<file path="config.mk">
export PLATFORM = sky130hd
export DESIGN_NAME = sha_multi_dispatch
export DESIGN_NICKNAME = d
export VERILOG_FILES = /design/src/rtl/sha_multi_dispatch.sv
export SDC_FILE = /design/constraint.sdc
export NUM_CORES = 2
export LEC_CHECK = 0
export ABC_CLOCK_PERIOD_IN_PS = 19200
export BUFFER_PORTS_ARGS = -buffer_cell sky130_fd_sc_hd__buf_2
export CAP_MARGIN = 5
export CORE_AREA = 2 2 694 696
export DETAILED_ROUTE_END_ITERATION = 7
export DIE_AREA = 0 0 696 698
export PLACE_DENSITY_LB_ADDON = 0.3
export SYNTH_ARGS = -nofsm -noshare
export SYNTH_HDL_FRONTEND = slang
export SYNTH_SLANG_ARGS = --single-unit
export TNS_END_PERCENT = 50
</file>
<file path="constraint.sdc">
create_clock -name clk -period 19.2 [get_ports clk]
set_input_delay 0 -clock clk [delete_from_list [all_inputs] [get_ports clk]]
set_output_delay 0 -clock clk [all_outputs]
set_load 0.02 [all_outputs]
</file>
<file path="src/rtl/sha_multi_dispatch.sv">
// Nonce scheduler for NUM_CORES SHA-256d cores: sweeps [nonce_start, nonce_end], one dispatch per cycle,
// first hit (core_H < target, lowest core on ties) wins. Optional SHA_HASHCOUNT_EN adds hash_count output.
module sha_multi_dispatch #(
  parameter int NUM_CORES = 4,
  parameter int NONCE_W   = 32,
  parameter int HASH_W    = 256
) (
  input  logic                           clk,
  input  logic                           reset,
  input  logic                           en,
  input  logic [NONCE_W-1:0]             nonce_start,
  input  logic [NONCE_W-1:0]             nonce_end,
  input  logic [HASH_W-1:0]              target,
  output logic [NUM_CORES-1:0]           core_start,
  output logic [NUM_CORES*NONCE_W-1:0]   core_nonce,
  input  logic [NUM_CORES-1:0]           core_done,
  input  logic [NUM_CORES*HASH_W-1:0]    core_H,
  output logic                           busy,
  output logic                           done,
  output logic                           found,
  output logic [NONCE_W-1:0]             nonce,
  output logic [HASH_W-1:0]              winner_H
`ifdef SHA_HASHCOUNT_EN
  ,
  output logic [31:0]                    hash_count
`endif
);

  typedef enum logic [1:0] {S_IDLE, S_RUN, S_DRAIN, S_FINISH} state_t;

  state_t               state_q, state_d;
  logic [NONCE_W:0]     next_nonce_q, next_nonce_d;
  logic [NONCE_W-1:0]   end_q;
  logic [HASH_W-1:0]    target_q;
  logic [NUM_CORES-1:0] inflight_q, inflight_d;
  logic [NONCE_W-1:0]   slot_nonce_q [NUM_CORES];
  logic                 done_q, found_q;
  logic [NONCE_W-1:0]   nonce_q;
  logic [HASH_W-1:0]    winner_q;

  logic [NUM_CORES-1:0] accepted, hit_vec;
  logic                 hit_any, taken, dispatch_ok;
  logic [NONCE_W-1:0]   win_nonce;
  logic [HASH_W-1:0]    win_H;
  logic                 latch, finish, accept_en, stop;

  // Descending scan so the lowest hitting core is the one left in win_*.
  always_comb begin
    accepted  = core_done & inflight_q;
    hit_vec   = '0;
    win_nonce = '0;
    win_H     = '0;
    for (int i = NUM_CORES-1; i >= 0; i--) begin
      if (accepted[i] && (core_H[i*HASH_W +: HASH_W] < target_q)) begin
        hit_vec[i] = 1'b1;
        win_nonce  = slot_nonce_q[i];
        win_H      = core_H[i*HASH_W +: HASH_W];
      end
    end
  end

  assign hit_any = |hit_vec;

  // A core finishing this cycle counts as free, so it can be re-dispatched immediately.
  always_comb begin
    core_start  = '0;
    taken       = 1'b0;
    dispatch_ok = (state_q == S_RUN) && !hit_any && (next_nonce_q <= {1'b0, end_q});
    for (int i = 0; i < NUM_CORES; i++) begin
      if (dispatch_ok && !taken && !(inflight_q[i] && !accepted[i])) begin
        core_start[i] = 1'b1;
        taken         = 1'b1;
      end
    end
    core_nonce = '0;
    for (int i = 0; i < NUM_CORES; i++) begin
      core_nonce[i*NONCE_W +: NONCE_W] = core_start[i] ? next_nonce_q[NONCE_W-1:0] : slot_nonce_q[i];
    end
  end

  // FINISH is folded into the RUN/DRAIN exit edge so done rises one cycle after the last core_done;
  // the explicit FINISH state only serves the empty-range path.
  always_comb begin
    state_d      = state_q;
    next_nonce_d = next_nonce_q;
    inflight_d   = (inflight_q & ~accepted) | core_start;
    latch        = 1'b0;
    finish       = 1'b0;
    accept_en    = 1'b0;
    stop         = 1'b0;
    if (taken) next_nonce_d = next_nonce_q + (NONCE_W+1)'(1);
    case (state_q)
      S_IDLE: begin
        if (en) begin
          accept_en    = 1'b1;
          next_nonce_d = {1'b0, nonce_start};
          state_d      = (nonce_end < nonce_start) ? S_FINISH : S_RUN;
        end
      end
      S_RUN, S_DRAIN: begin
        latch = hit_any && !found_q;
        stop  = (state_q == S_DRAIN) || hit_any || (next_nonce_d > {1'b0, end_q});
        if (stop) begin
          if (inflight_d == '0) begin
            finish  = 1'b1;
            state_d = S_IDLE;
          end else begin
            state_d = S_DRAIN;
          end
        end
      end
      S_FINISH: begin
        finish  = 1'b1;
        state_d = S_IDLE;
      end
      default: state_d = S_IDLE;
    endcase
  end

  always_ff @(posedge clk or posedge reset) begin
    if (reset) begin
      state_q      <= S_IDLE;
      next_nonce_q <= '0;
      end_q        <= '0;
      target_q     <= '0;
      inflight_q   <= '0;
      done_q       <= 1'b0;
      found_q      <= 1'b0;
      nonce_q      <= '0;
      winner_q     <= '0;
      for (int i = 0; i < NUM_CORES; i++) slot_nonce_q[i] <= '0;
    end else begin
      state_q      <= state_d;
      next_nonce_q <= next_nonce_d;
      inflight_q   <= inflight_d;
      for (int i = 0; i < NUM_CORES; i++) begin
        if (core_start[i]) slot_nonce_q[i] <= next_nonce_q[NONCE_W-1:0];
      end
      if (accept_en) begin
        end_q    <= nonce_end;
        target_q <= target;
        done_q   <= 1'b0;
        found_q  <= 1'b0;
      end
      if (latch) begin
        found_q  <= 1'b1;
        nonce_q  <= win_nonce;
        winner_q <= win_H;
      end
      if (finish) done_q <= 1'b1;
    end
  end

`ifdef SHA_HASHCOUNT_EN
  logic [32:0] hc_sum;

  always_comb begin
    hc_sum = {1'b0, hash_count};
    for (int i = 0; i < NUM_CORES; i++) begin
      if (accepted[i]) hc_sum = hc_sum + 33'd1;
    end
  end

  always_ff @(posedge clk or posedge reset) begin
    if (reset)          hash_count <= '0;
    else if (accept_en) hash_count <= '0;
    else                hash_count <= hc_sum[32] ? 32'hFFFF_FFFF : hc_sum[31:0];
  end
`endif

  assign busy     = (state_q == S_RUN) || (state_q == S_DRAIN);
  assign done     = done_q;
  assign found    = found_q;
  assign nonce    = nonce_q;
  assign winner_H = winner_q;

endmodule

</file>
# [Word-level counts from Yosys, hierarchy flattened]
# Index checks and enable logic that the tools add are counted.
[op_classes] n_addsub=1 mux=40 magnitude_cmp=7 bitwise_logic=4 n_reduce_logical=41 eq_ne=5
[op_table] cell="256-bit < comparator" count=4
[op_table] cell="256-bit 2-to-1 mux" count=4
[op_table] cell="32-bit 2-to-1 mux" count=8
[op_table] cell="33-bit 2-to-1 mux" count=3
[op_table] cell="33-bit by 1-bit adder with 33-bit output, second input constant" count=1
[op_table] cell="33-bit by 32-bit > comparator with 1-bit output" count=1
[op_table] cell="33-bit by 32-bit <= comparator with 1-bit output" count=1
[op_table] cell="32-bit < comparator" count=1
[op_table] cell="1-bit 2-to-1 mux" count=19
[op_table] cell="1-bit logical AND" count=18
[op_table] cell="1-bit logical NOT" count=13
[op_table] cell="4-bit bitwise AND" count=2
[op_table] cell="2-bit 2-to-1 mux" count=4
[op_table] cell="2-bit one-hot mux with 3 select lines" count=1
[op_table] cell="2-bit equality test, second input constant" count=2
[op_table] cell="4-bit logical NOT" count=1
[op_table] cell="2-bit != test, second input constant" count=2
[op_table] cell="4-bit NOT" count=1
[op_table] cell="4-bit bitwise OR" count=1
[op_table] cell="2-bit nonzero test" count=2
[op_table] cell="4-bit OR reduction" count=1
[op_table] cell="1-bit logical OR" count=3
[op_table] cell="2-bit by 1-bit equality test with 1-bit output, second input constant" count=1
[op_table] cell="2-bit logical NOT" count=1
[op_table] cell="3 further kinds" count=3
[word_totals] register_bits=745 in_bits=1351 out_inout_bits=423

# [Depth between registers and ports, before layout]
[depth] depth_word=27 ltp_mapped=28 ltp_nobuf=25

# [Worst setup path after synthesis]
# No wires, ideal clock.
[synth_timing] kind="register to register" startpoint="register target_q[54]" endpoint="register done_q (netlist: done)" path_buffers=2 period_less_slack_ps=5231 setup_time_ps=126 arrival_time_ps=5105 slack_ps=13969 path_stages_with_launch=28 cell_sequence="dfrtp_1 > inv_1 > ha_1 > and4_1 > nand4_1 > or4b_1 > nor4_1 > a2111oi_0 > o22ai_1 > nor3_2 > o41a_1 > buf_4 > nor3_1 > buf_4 > a21oi_1 > or2_2 > ha_1 > nand2_1 > nor3_1 > nand3_1 > nor3_1 > nand3_1 > o21ai_0 > a21oi_1 > nor4_1 > nand2b_1 > a211oi_1 > a221o_1"
[synth_between] elab_chain_len=27 word_cells_on_any_way=44 classes_between="order compare (5); mux (16); bitwise (1); reduce/logical (22)"
[synth_rtl] element="start: declaration" line_no="34" rtl="logic [HASH_W-1:0] target_q;"
[synth_rtl] element="start signal: assignment" line_no="141" rtl="target_q <= target;"
[synth_rtl] element="256-bit < comparator" line_no="54" rtl="if (accepted[i] && (core_H[i*HASH_W +: HASH_W] < target_q)) begin"
[synth_rtl] element="1-bit logical AND" line_no="54"
[synth_rtl] element="1-bit 2-to-1 mux" line_no="54"
[synth_rtl] element="4-bit OR reduction (*)" line_no="62" rtl="assign hit_any = |hit_vec;"
[synth_rtl] element="1-bit logical NOT" line_no="68" rtl="dispatch_ok = (state_q == S_RUN) && !hit_any && (next_nonce_q <= {1'b0, end_q});"
[synth_rtl] element="1-bit logical AND (2 in series)" line_no="68"
[synth_rtl] element="1-bit logical AND" line_no="70" rtl="if (dispatch_ok && !taken && !(inflight_q[i] && !accepted[i])) begin"
[synth_rtl] element="1-bit 2-to-1 mux" line_no="70"
[synth_rtl] element="(+9 left out)"
[synth_rtl] element="1-bit logical AND (2 in series)" line_no="70"
[synth_rtl] element="1-bit 2-to-1 mux" line_no="70"
[synth_rtl] element="33-bit 2-to-1 mux or 4-bit bitwise OR (tied branches)" line_no="91, 86"
[synth_rtl] element="33-bit by 32-bit > comparator with 1-bit output or 4-bit logical NOT (tied branches)" line_no="102, 104"
[synth_rtl] element="1-bit logical OR or 1-bit 2-to-1 mux (tied branches)" line_no="102, 104"
[synth_rtl] element="1-bit 2-to-1 mux (*)" line_no="103" rtl="if (stop) begin"
[synth_rtl] element="1-bit one-hot mux with 2 select lines (*)" line_no="92" rtl="case (state_q)"
[synth_rtl] element="1-bit 2-to-1 mux or 2-bit nonzero test (tied branches)"
[synth_rtl] element="end signal: assignment" line_no="127" rtl="done_q <= 1'b0;"
[synth_rtl] element="end signal: assignment" line_no="142" rtl="done_q <= 1'b0;"
[synth_rtl] element="end signal: assignment" line_no="150" rtl="if (finish) done_q <= 1'b1;"
[synth_rtl] element="end: declaration" line_no="37" rtl="logic done_q, found_q;"
# Mark *: on every way between the ends. The rest lies on a longest branch, timed or not.
# A chain may end at the register's enable or synchronous reset.

# [Worst setup path in the final report]
[layout_timing] startpoint="register target_q[225]" endpoint="register winner_q[113] (netlist: winner_H[113])"
[layout_between] elab_chain_len=6 word_cells_on_any_way=19 classes_between="order compare (4); mux (9); reduce/logical (6)"
[layout_rtl] element="256-bit < comparator" line_no="54"
[layout_rtl] element="1-bit logical AND" line_no="54"
[layout_rtl] element="256-bit 2-to-1 mux or 1-bit 2-to-1 mux (tied branches)" line_no="54"
[layout_rtl] element="256-bit 2-to-1 mux or 4-bit OR reduction (tied branches)" line_no="54, 62"
[layout_rtl] element="256-bit 2-to-1 mux or 1-bit logical AND (tied branches)" line_no="54, 101"
[layout_rtl] element="256-bit 2-to-1 mux or 1-bit 2-to-1 mux (tied branches)" line_no="54, 92"
[layout_rtl] element="end signal: assignment" line_no="148" rtl="winner_q <= win_H;"
[layout_rtl] element="end: declaration" line_no="39" rtl="logic [HASH_W-1:0] winner_q;"
# Several ways; a longest one is shown, not always the timed one.

==> summary.txt <==
Run status
  – Run status: finished clean

Clocking
  – CTS tree: built
  – Clock sinks: between 700 and 800
  – Worst-Skew Late Latency: ~920 ps
  – H-tree depth: 3
  – Clock transition at path regs: 60 ps
  – Resized cells post-CTS: 0
  – Total CTS buffers: 117
  – Root Buffer: clkbuf_16
  – Clk buf depth: 4

Timing
  – RSZ-0062 raised after global routing: no
  – Setup-failing EPs final: 0
  – Hold Worst Slack: roughly 50 ps
  – Hold Fails Final Rpt: 0
  – Relative slew slack: 0.186
  – Fmax achieved: between 100 and 150 MHz
  – Post-route setup TNS: 0 ps
  – Final period util: 0.448
  – Period minus WS final: about 8600 ps
  – Clk_skew: 86.0 ps
  – Pins Over Slew Limit: 0
  – Worst-margin pin slew: 1210 ps

Synthesis
  – Ys async rst share: 1.00
  – Mapped Cells: between 6000 and 7000
  – Largest family of logic cells by synthesized area: compound AO/OA/AOI/OAI gates
  – Synth unique cells: 86
  – Syn_nets: between 8000 and 9000
  – Mapped cell area: a little under 60000 µm²
  – Seq cells post-synth: between 700 and 800
  – Compound-gate portion of the synthesized area: 0.239
  – YS warnings: 0
  – Syn avg cell area: 9.12 µm²
  – Register area share after synthesis: 0.318
  – Post-synth EDFFs: 0
  – Simple-gate share of the synthesized area: 0.127
  – Synth Area in Adders: 0.239
  – Main synth FF type: dfrtp_1
  – Xor and xnor area share after synthesis: 0.00120
  – Mux contribution to synthesized area: 0.0280

Critical path
  – Req. time, crit path: between 15000 and 20000 ps
  – Type of origin of the critical path: flip-flop
  – Worst setup EP type: flip-flop
  – Worst Path Arrival: about 9400 ps
  – Crit-path max FO: 46
  – Critical path class: reg -> reg

Layout
  – Share of post-route cells with drive strength above 1: 0.230
  – # fillers: roughly 54000
  – Design Area, Final: 95000 µm²
  – Total Nets Final: ~12000
  – Layout area overhead: 62.1%
  – Register area: roughly 19000 µm²
  – Multi-input gate area: 37500 µm²

Placement
  – DP HPWL: between 400000 and 500000 µm
  – Placer congestion estimate: between 1 and 1.5
  – PortBufs: roughly 1800
  – Placed Area: between 70000 and 80000 µm²

Route
  – Initial DRC count: about 5800
  – Via count: 70600
  – DRC violation count after routing: 0
  – Antenna-violating nets left: 0
  – Routed WL: approximately 530000 µm
  – Wire per inst: roughly 32 µm
  – Via density: ~4.3
  – 1st-pass router iterations: 6

Floorplanning
  – Initial Util: 0.123
  – DIE AREA: about 500000 µm²
  – DIE WIDTH: approximately 700 µm
  – Core Area: around 480000 µm²
  – Io pins: around 1800
  – DIE HEIGHT: approximately 700 µm
  – Cell Rows: 254

Global routing
  – Largest net degree at the start of global routing: around 180
  – GRT Total Usage: 0.209
  – Initial antenna violation count: ~400
  – First-pass GRT wire length: approximately 700000 µm
  – Total gr overflow: 0
  – Vias in the first global route: between 70000 and 80000

Worst hold path
  – Hold/Removal Path Class: in -> reg

Job
  – Max cap viols: 0

Pwr
  – Pleak: 43.7 nW
  – Max VDD drop: 86.2 µV
  – Pwr dens: 117 nW/µm²
## area by class of cell
type | instances | share of cell area
antenna | 326 | 0.00859
clock buffer | 155 | 0.0337
clock inverter | 50 | 0.00656
inverter | 368 | 0.0146
multi-input combinational | 4991 | 0.394
sequential | 745 | 0.196
tap | 6400 | 0.0843
timing repair buffer | 3392 | 0.262
## logic make-up after synthesis
family / count (synthesis)
simple gates: 1594
xor+xnor: 8
fa+ha+maj: 1121
flops: 745
mux: 136
compound gates: 2132
buf+inv: 685
## metal layers
| metal | up-vias | GRT usage | part of all wire |
|---|---|---|---|
| li1 | 31400 | - | - |
| met1 | 34600 | 0.233 | 0.38 |
| met2 | 3265 | 0.340 | 0.46 |
| met3 | 1102 | 0.0848 | 0.10 |
| met4 | 200 | 0.106 | 0.059 |
| met5 | - | 0.00416 | 0.0032 |
## path summary, 6_finish.rpt
path / end / from / slack, ps / cells past startpoint
max: winner_H[113] / target_q[225] / 10600 / 18
min: target_q[36] / target[36] / 50 / 4
max reg2reg: winner_H[113] / target_q[225] / 10600 / 18
min reg2reg: nonce[5] / nonce[5] / 470 / 2
max in group asynchronous: winner_H[194] / reset / 14330 / 9
min in group asynchronous: winner_H[109] / reset / 390 / 4
## repair_timing
item,in CTS,in global routing
endpoints found under the hold margin,897,0
buffers inserted,0,0
hold buffers,1511,0
## synth_stat cells (all sizes together), types with 52 or more instances
master     n  area [µm²]
nor3      60         315
inv      368        1380
mux2     134        1620
nor2     146         558
nand4    213        1340
a21o     119         893
o22ai    292        1830
nand2    871        3270
o21ai    479        2400
o31ai    300        2250
nand3     85         425
a21oi    386        1940
a221oi   314        2750
buf       98         532
dfrtp    745       18600
ha      1121       14000
nor4      52         347
clkbuf   219         822
## metrics by stage
stage                     cells  setup WS (ps)  total power, mW   util
after floorplan            6421           8990             5.67      -
after global placement    14400          10370             8.30  0.157
after detailed placement  14400          10490             8.32  0.157
after CTS                 16100          10260             11.2  0.197
after global routing      16300          10160             12.0  0.198
final                     16400          10600             11.1  0.199
## sequential cells by signal, indices dropped and copies added, names as in the netlist
name / cells
state_q: 2
inflight_q: 4
slot_nonce_q: 128
nonce: 32
next_nonce_q: 33
end_q: 32
done: 1
found: 1
winner_H: 256
target_q: 256
## cells in the final DEF, fill, tap and decap left out, types with 32 or more instances in the layout
master	netlist	layout
a211oi_1	48	46
a21o_1	119	119
a21oi_1	385	383
a221oi_1	314	313
and4_1	32	32
buf_2	71	1774
buf_4	8	103
clkbuf_16	0	117
dfrtp_1	745	745
diode_2	0	326
dlygate4sd3_1	0	1511
ha_1	1121	1121
inv_1	368	367
mux2_2	76	76
nand2_1	871	871
nand3_1	85	84
nand4_1	212	212
nor2_1	144	144
nor3_1	57	55
nor4_1	50	39
o211ai_1	39	39
o21ai_0	476	472
o22ai_1	292	292
o31ai_1	300	299
## report_power, final
| part | leakage (nW) | internal, mW | switching [mW] | total [mW] |
|---|---|---|---|---|
| clock | 1.88 | 1.32 | 0.974 | 2.30 |
| combinational | 32.2 | 2.29 | 4.02 | 6.30 |
| sequential | 9.67 | 2.11 | 0.386 | 2.50 |
| total | 43.7 | 5.72 | 5.38 | 11.1 |
## worst max-delay path: stages, from the launching register on
cell and delay, ps:
dfrtp_1 320, inv_1 140, ha_1 360, nand4_1 180
nor4_2 780, and2_1 260, nand4_1 570, nor3b_1 690
nand2_1 260, o211a_1 340, and2_4 320, nor2_4 550
buf_4 600, buf_4 670, buf_4 650, a221oi_1 170
dlygate4sd3_1 610, o31ai_1 240, dlygate4sd3_1 600
Note: power is estimated with default switching activity, not from simulation.
